===== src/rtl/clint_mh.sv =====
// clint_mh: RISC-V core-local interruptor with mtime, per-hart mtimecmp and msip.
// Ports: clk/rst, always-ready req_* bus, rsp_* one cycle later, tick_en, mtip/msip out.
module clint_mh #(
  parameter int NHART    = 1,
  parameter int XLEN     = 64,
  parameter int TICK_DIV = 1,
  parameter int ADDR_W   = 16
) (
  input  logic              clk,
  input  logic              rst,
  input  logic              req_valid,
  input  logic              req_we,
  input  logic [ADDR_W-1:0] req_addr,
  input  logic [XLEN-1:0]   req_wdata,
  input  logic [XLEN/8-1:0] req_wstrb,
  input  logic              tick_en,
  output logic              rsp_valid,
  output logic [XLEN-1:0]   rsp_rdata,
  output logic [NHART-1:0]  mtip,
  output logic [NHART-1:0]  msip
);

  localparam logic [15:0] DIV_MAX = 16'(TICK_DIV - 1);

  // mtime sits at byte offset 0xBFF8, i.e. 64-bit word 0x17FF
  localparam logic [28:0] TIME_WORD = 29'h17FF;

  // architectural state
  logic [15:0]      pre_cnt;
  logic [63:0]      mtime;
  logic [63:0]      mtimecmp [NHART];
  logic [NHART-1:0] msip_q;

  // request decode
  logic [31:0]      a;
  logic             hi_half;
  logic             rgn_msip;
  logic             rgn_cmp;
  logic             sel_time;
  logic [10:0]      idx;
  logic             wr;
  logic             tick;
  logic             unused_ok;

  // request data normalised to a 64-bit register view
  logic [63:0]      wd64;
  logic [7:0]       be64;

  // per-hart selects
  logic [NHART-1:0] sel_cmp;
  logic [NHART-1:0] sel_sip;
  logic [NHART-1:0] sip_wr;
  logic [NHART-1:0] sip_val;

  // read path
  logic [63:0]      rd64;
  logic [XLEN-1:0]  rdata;

  function automatic logic [63:0] merge(
    input logic [63:0] old,
    input logic [63:0] d,
    input logic [7:0]  be
  );
    logic [63:0] r;
    r = old;
    for (int i = 0; i < 8; i++) begin
      if (be[i]) begin
        r[8*i +: 8] = d[8*i +: 8];
      end
    end
    return r;
  endfunction

  assign a         = 32'(req_addr);
  assign unused_ok = ^a[1:0];

  // On a 32-bit bus, offset bit 2 picks the upper half of a 64-bit register
  assign hi_half  = (XLEN == 32) && a[2];
  assign idx      = a[13:3];
  assign rgn_msip = (a[31:14] == 18'd0);
  assign rgn_cmp  = (a[31:14] == 18'd1);
  assign sel_time = (a[31:3] == TIME_WORD);

  assign wr   = req_valid && req_we;
  assign tick = tick_en && (pre_cnt == DIV_MAX);

  always_comb begin
    wd64 = 64'(req_wdata);
    be64 = 8'(req_wstrb);
    if (hi_half) begin
      wd64 = wd64 << 32;
      be64 = be64 << 4;
    end
  end

  // Each 64-bit word of the msip region holds two harts:
  // the even hart in lane [31:0], the odd hart in lane [63:32].
  always_comb begin
    sel_cmp = '0;
    sel_sip = '0;
    sip_wr  = '0;
    sip_val = '0;
    for (int h = 0; h < NHART; h++) begin
      sel_cmp[h] = rgn_cmp && (idx == 11'(h));
      sel_sip[h] = rgn_msip && (idx == 11'(h / 2));
      sip_wr[h]  = wr && sel_sip[h] && be64[4*(h%2)];
      sip_val[h] = wd64[32*(h%2)];
    end
  end

  always_comb begin
    rd64 = '0;
    for (int h = 0; h < NHART; h++) begin
      if (sel_cmp[h]) begin
        rd64 = mtimecmp[h];
      end
      if (sel_sip[h]) begin
        rd64[32*(h%2)] = msip_q[h];
      end
    end
    if (sel_time) begin
      rd64 = mtime;
    end
  end

  assign rdata = hi_half ? XLEN'(rd64 >> 32) : XLEN'(rd64);

  always_ff @(posedge clk) begin
    if (rst) begin
      pre_cnt   <= '0;
      mtime     <= '0;
      msip_q    <= '0;
      mtip      <= '0;
      rsp_valid <= 1'b0;
      rsp_rdata <= '0;
      for (int h = 0; h < NHART; h++) begin
        mtimecmp[h] <= '1;
      end
    end else begin
      if (tick_en) begin
        pre_cnt <= tick ? 16'd0 : pre_cnt + 16'd1;
      end

      // a bus write to mtime swallows that cycle's tick entirely
      if (wr && sel_time) begin
        mtime <= merge(mtime, wd64, be64);
      end else if (tick) begin
        mtime <= mtime + 64'd1;
      end

      for (int h = 0; h < NHART; h++) begin
        if (wr && sel_cmp[h]) begin
          mtimecmp[h] <= merge(mtimecmp[h], wd64, be64);
        end
        if (sip_wr[h]) begin
          msip_q[h] <= sip_val[h];
        end
        mtip[h] <= (mtime >= mtimecmp[h]);
      end

      rsp_valid <= req_valid;
      rsp_rdata <= (req_valid && !req_we) ? rdata : '0;
    end
  end

  assign msip = msip_q;

endmodule


===== config.mk =====
export PLATFORM = sky130hd
export DESIGN_NAME = clint_mh
export DESIGN_NICKNAME = d
export VERILOG_FILES = /design/src/rtl/clint_mh.sv
export SDC_FILE = /design/constraint.sdc
export NUM_CORES = 1
export LEC_CHECK = 0
export CORE_ASPECT_RATIO = 1.1
export CORE_UTILIZATION = 35
export CTS_CLUSTER_DIAMETER = 30
export DETAILED_ROUTE_END_ITERATION = 10
export GPL_TIMING_DRIVEN = 0
export PLACE_DENSITY_LB_ADDON = 0.1
export SYNTH_ARGS = -nofsm -noshare
export SYNTH_HDL_FRONTEND = slang
export SYNTH_SLANG_ARGS = --single-unit

===== constraint.sdc =====
create_clock -name clk -period 5.1 [get_ports clk]
set_input_delay 1.02 -clock clk [delete_from_list [all_inputs] [get_ports clk]]
set_output_delay 1.02 -clock clk [all_outputs]
set_load 0.02 [all_outputs]

==> results.py <==
metrics = {
    "timing": {
        "post-route-worst-setup-slack_ps": 567,
        "timing_max_transition_violations_final": 0,
        "final.hold.worst_slack_ps": 507,
        "finalSetupTns_ps": 0,
        "final.min_clock_period_ps": 4530,
        "maxClockFrequency_mhz": 221,
        "layout_worst_path_cycle_share_pct": 88.9,
        "maxSlewHeadroom_pct": 22.5,
        "rsz0062_at_grt": "no",
        "tightestPinTransition_ps": 1160,
        "final-hold-violation-count": 0,
        "finalSetupViolations": 0,
        "timing.clock.skew_ps": 12.0,
    },
    "global_routing": {
        "pin_count_of_the_biggest_net_entering_global_routing": 14,
        "grt_first_pass_wirelength_mm": 60.8,
        "grt_usage_pct": 24.0,
        "gr-total-overflow": 0,
        "via_count_of_the_first_global_routing_pass": 10400,
        "antenna_violations_before_repair": 0,
    },
    "hold_path": {
        "min_path_type": "reg -> reg",
        "hold_path_startpoint": "pre_cnt[10]",
        "holdPathEnd": "pre_cnt[10]",
        "timing.hold.worst_path_depth": 2,
    },
    "routing": {
        "drt-pass1-iter-count": 5,
        "routed-via-count": 10700,
        "drt-vias-per-instance": 5.50,
        "finalWirelength_mm": 40.1,
        "routed_wire_length_per_instance_um": 20.7,
        "initial_drc_count": 807,
        "drt.antenna.violating_nets": 0,
        "drt_drc_violations_left": 0,
    },
    "final_layout": {
        "area.growth.synth_to_final_pct": 34.7,
        "commonest_non_fill_non_tap_cell_in_the_layout": "sky130_fd_sc_hd__clkdlybuf4s50_1",
        "fill_cells": 3105,
        "multiInputGateArea_um2": 5840,
        "final_layout_size_suffix_gt1_share_pct": 8.44,
        "most_frequent_cells_in_the_layout": "sky130_fd_sc_hd__clkdlybuf4s50_1 (154), sky130_fd_sc_hd__dfxtp_1 (147), sky130_fd_sc_hd__nor2_1 (145)",
        "seqCellArea_um2": 4860,
        "layout.nets": 1632,
        "antenna-diode-count": 0,
        "layoutNonFillerInstCount": 1937,
    },
    "power": {
        "power.static_leakage_uw": 0.00565,
        "power_frac_clock_pct": 62.4,
        "powerDensity_nw_per_um2": 364,
        "sequentialPowerShare_pct": 32.3,
        "combinationalPowerShare_pct": 5.3,
        "internal_power_uw": 4340,
        "peakVddDrop_v": 0.000226,
        "finalPower_uw": 5560,
        "sw_frac_of_total_pct": 22.0,
        "switchingPower_uw": 1220,
    },
    "logic_synthesis": {
        "yosys.area_share.simple_pct": 25.1,
        "combinational_family_with_the_most_area_after_synthesis": "simple AND/OR/NAND/NOR gates",
        "synth.distinct_cells": 78,
        "synthXorXnorAreaFrac_pct": 1.54,
        "syn_area_um2": 11300,
        "postSynthNetCount": 1422,
        "synth_compound_gate_area_share_pct": 16.2,
        "post_synth_adder_cell_area_pct": 7.39,
        "ys_dominant_reg_cell": "sky130_fd_sc_hd__dfxtp_1",
        "yosysWarningCount": 0,
        "synth_edf_count": 64,
        "avgSynthCellArea_um2": 8.99,
        "synth-seq-area-share_pct": 42.9,
        "async_set_or_reset_flop_fraction_in_the_synthesized_netlist_pct": 0,
        "synth-seq-cells": 211,
        "postSynthCellCount": 1262,
        "muxShareOfSynthArea_pct": 1.28,
    },
    "floorplan": {
        "die-area_um2": 33100,
        "initial_utilization_pct": 35.8,
        "design.core.area_um2": 31700,
        "top_ports": 160,
        "std_cell_rows": 68,
        "die_width_um": 174,
        "dieHeight_um": 191,
    },
    "job": {
        "drv.max_cap_violation_count": 0,
    },
    "clocking": {
        "clock_tree_from_tritoncts": "yes",
        "clock_tree.htree_level_count": 2,
        "numCtsBuffers": 54,
        "cts_resized": 0,
        "cts.repair_timing.setup_buffer_count": 0,
        "worst_setup_hold_path_clk_slew_ps": 40,
        "ctsHoldBuffers": 0,
        "cts-root-to-sink-buffers": 3,
        "clk_latency_ps": 550,
        "cts.root.buffer_cell": "sky130_fd_sc_hd__clkbuf_16",
        "cts.sinks": 211,
    },
    "worst_setup_path": {
        "timing.critical_path.required_ps": 5580,
        "crit-reg2reg-launch": "pre_cnt[0]",
        "start_kind": "input pin",
        "cp-end-kind": "flip-flop",
        "reg2reg_to": "mtime[12]",
        "crit_fanout": 10,
        "worst_ep_arrival_time_ps": 5010,
        "reg2reg_slack_ps": 1710,
        "path_class": "in -> reg",
        "reg2regPathDepth": 9,
    },
    "place": {
        "placement.io_buffers": 154,
        "gp_congestion": 0.908,
        "worst_slack_at_placement_ps": 152,
        "dp_cells": 1836,
        "dp_hpwl_mm": 29.2,
    },
    "status": {
        "outcome": "finished, final reports clean",
    },
}
cell type report:
class / count / area share, %
inverter: 72 / 1.77
clock buffer: 73 / 9.91
sequential: 211 / 31.8
multi-input combinational: 904 / 38.2
buffer: 75 / 2.42
timing repair buffer: 154 / 10.1
clock inverter: 28 / 2.30
tap: 420 / 3.44
registers in the layout, indices dropped and copies added, names as in the netlist:
| signal | cells |
|---|---|
| mtime | 64 |
| mtimecmp | 64 |
| rsp_rdata | 64 |
| pre_cnt | 16 |
| msip | 1 |
| mtip | 1 |
| rsp_valid | 1 |
power by group through the flow:
stage	Clock, uW	Sequential (uW)	Combinational [uW]
6_report	3470	1790	297
5_1_grt	3600	1800	319
4_1_cts	3510	1790	294
3_5_place_dp	0	1820	292
3_3_place_gp	0	1820	291
2_1_floorplan	0	1810	132
Yosys cell counts (4+ instances only):
| master | instances | area [um2] |
|---|---|---|
| sky130_fd_sc_hd__and4_1 | 11 | 96.3 |
| sky130_fd_sc_hd__nand3_1 | 48 | 240 |
| sky130_fd_sc_hd__a2111oi_0 | 9 | 78.8 |
| sky130_fd_sc_hd__nand2_1 | 90 | 338 |
| sky130_fd_sc_hd__a21o_1 | 5 | 37.5 |
| sky130_fd_sc_hd__nor2_1 | 145 | 544 |
| sky130_fd_sc_hd__buf_2 | 5 | 25.0 |
| sky130_fd_sc_hd__o22ai_1 | 6 | 37.5 |
| sky130_fd_sc_hd__o21ai_0 | 35 | 175 |
| sky130_fd_sc_hd__a211oi_1 | 17 | 128 |
| sky130_fd_sc_hd__a221oi_1 | 4 | 35.0 |
| sky130_fd_sc_hd__clkbuf_1 | 51 | 191 |
| sky130_fd_sc_hd__a31oi_1 | 10 | 62.6 |
| sky130_fd_sc_hd__nand2b_1 | 68 | 425 |
| sky130_fd_sc_hd__buf_1 | 10 | 37.5 |
| sky130_fd_sc_hd__nor4b_1 | 4 | 35.0 |
| sky130_fd_sc_hd__mux2i_1 | 7 | 70.1 |
| sky130_fd_sc_hd__nor4_1 | 29 | 181 |
| sky130_fd_sc_hd__a311oi_1 | 8 | 70.1 |
| sky130_fd_sc_hd__a32o_1 | 4 | 40.0 |
| sky130_fd_sc_hd__buf_6 | 5 | 56.3 |
| sky130_fd_sc_hd__and2_1 | 9 | 56.3 |
| sky130_fd_sc_hd__nand4_1 | 40 | 250 |
| sky130_fd_sc_hd__o21bai_1 | 6 | 45.0 |
| sky130_fd_sc_hd__xnor2_1 | 4 | 35.0 |
| sky130_fd_sc_hd__nor3_2 | 5 | 50.1 |
| sky130_fd_sc_hd__a21oi_1 | 58 | 290 |
| sky130_fd_sc_hd__a22oi_1 | 67 | 503 |
| sky130_fd_sc_hd__xor2_1 | 16 | 140 |
| sky130_fd_sc_hd__edfxtp_1 | 64 | 1920 |
| sky130_fd_sc_hd__and3_1 | 25 | 156 |
| sky130_fd_sc_hd__dfxtp_1 | 147 | 2940 |
| sky130_fd_sc_hd__ha_1 | 67 | 838 |
| sky130_fd_sc_hd__or3_1 | 5 | 31.3 |
| sky130_fd_sc_hd__nor3_1 | 35 | 175 |
| sky130_fd_sc_hd__inv_1 | 72 | 270 |
worst max-delay path by stage:
| stage | start | end | slack (ps) | depth (start not counted) |
|---|---|---|---|---|
| 2_1_floorplan | tick_en | mtime[60] | 2120 | 7 |
| 3_3_place_gp | req_addr[14] | rsp_rdata[9] | 130 | 9 |
| 3_5_place_dp | req_addr[14] | rsp_rdata[8] | 150 | 9 |
| 4_1_cts | req_addr[14] | rsp_rdata[8] | 710 | 9 |
| 5_1_grt | req_addr[14] | rsp_rdata[35] | 490 | 9 |
| 6_report | req_addr[14] | rsp_rdata[8] | 570 | 9 |
per-stage QoR:
stage                     cell area (um2)  utilization, %
after detailed placement            13400            42.4
after CTS                           15300            48.3
after floorplan                     11300               -
after global routing                15300            48.3
final                               15300            48.3
after global placement              13400            42.4
critical path: stages:
cell,delay [ps]
sky130_fd_sc_hd__clkdlybuf4s50_1,570
sky130_fd_sc_hd__nand3b_1,260
sky130_fd_sc_hd__nor4_1,770
sky130_fd_sc_hd__buf_2,400
sky130_fd_sc_hd__clkbuf_1,490
sky130_fd_sc_hd__clkbuf_1,740
sky130_fd_sc_hd__buf_1,480
sky130_fd_sc_hd__a22oi_1,150
sky130_fd_sc_hd__nor2_1,120
cell families after synthesis:
logic type | Yosys count
AOI/OAI and AO/OA | 265
xor gates and xnor gates | 20
adders and majority gates | 67
buffers and inverters | 147
DFF | 211
muxes | 13
and+or+nand+nor | 539
routing by layer:
layer	global-route usage [%]	routed length (um)	part of all wire [%]
met5	0	0	0
met4	9.62	1310	3.3
met3	4.11	2490	6.2
met2	40.5	18700	47
met1	30.4	17600	44
No activity file was read; power rests on OpenSTA's default activity.
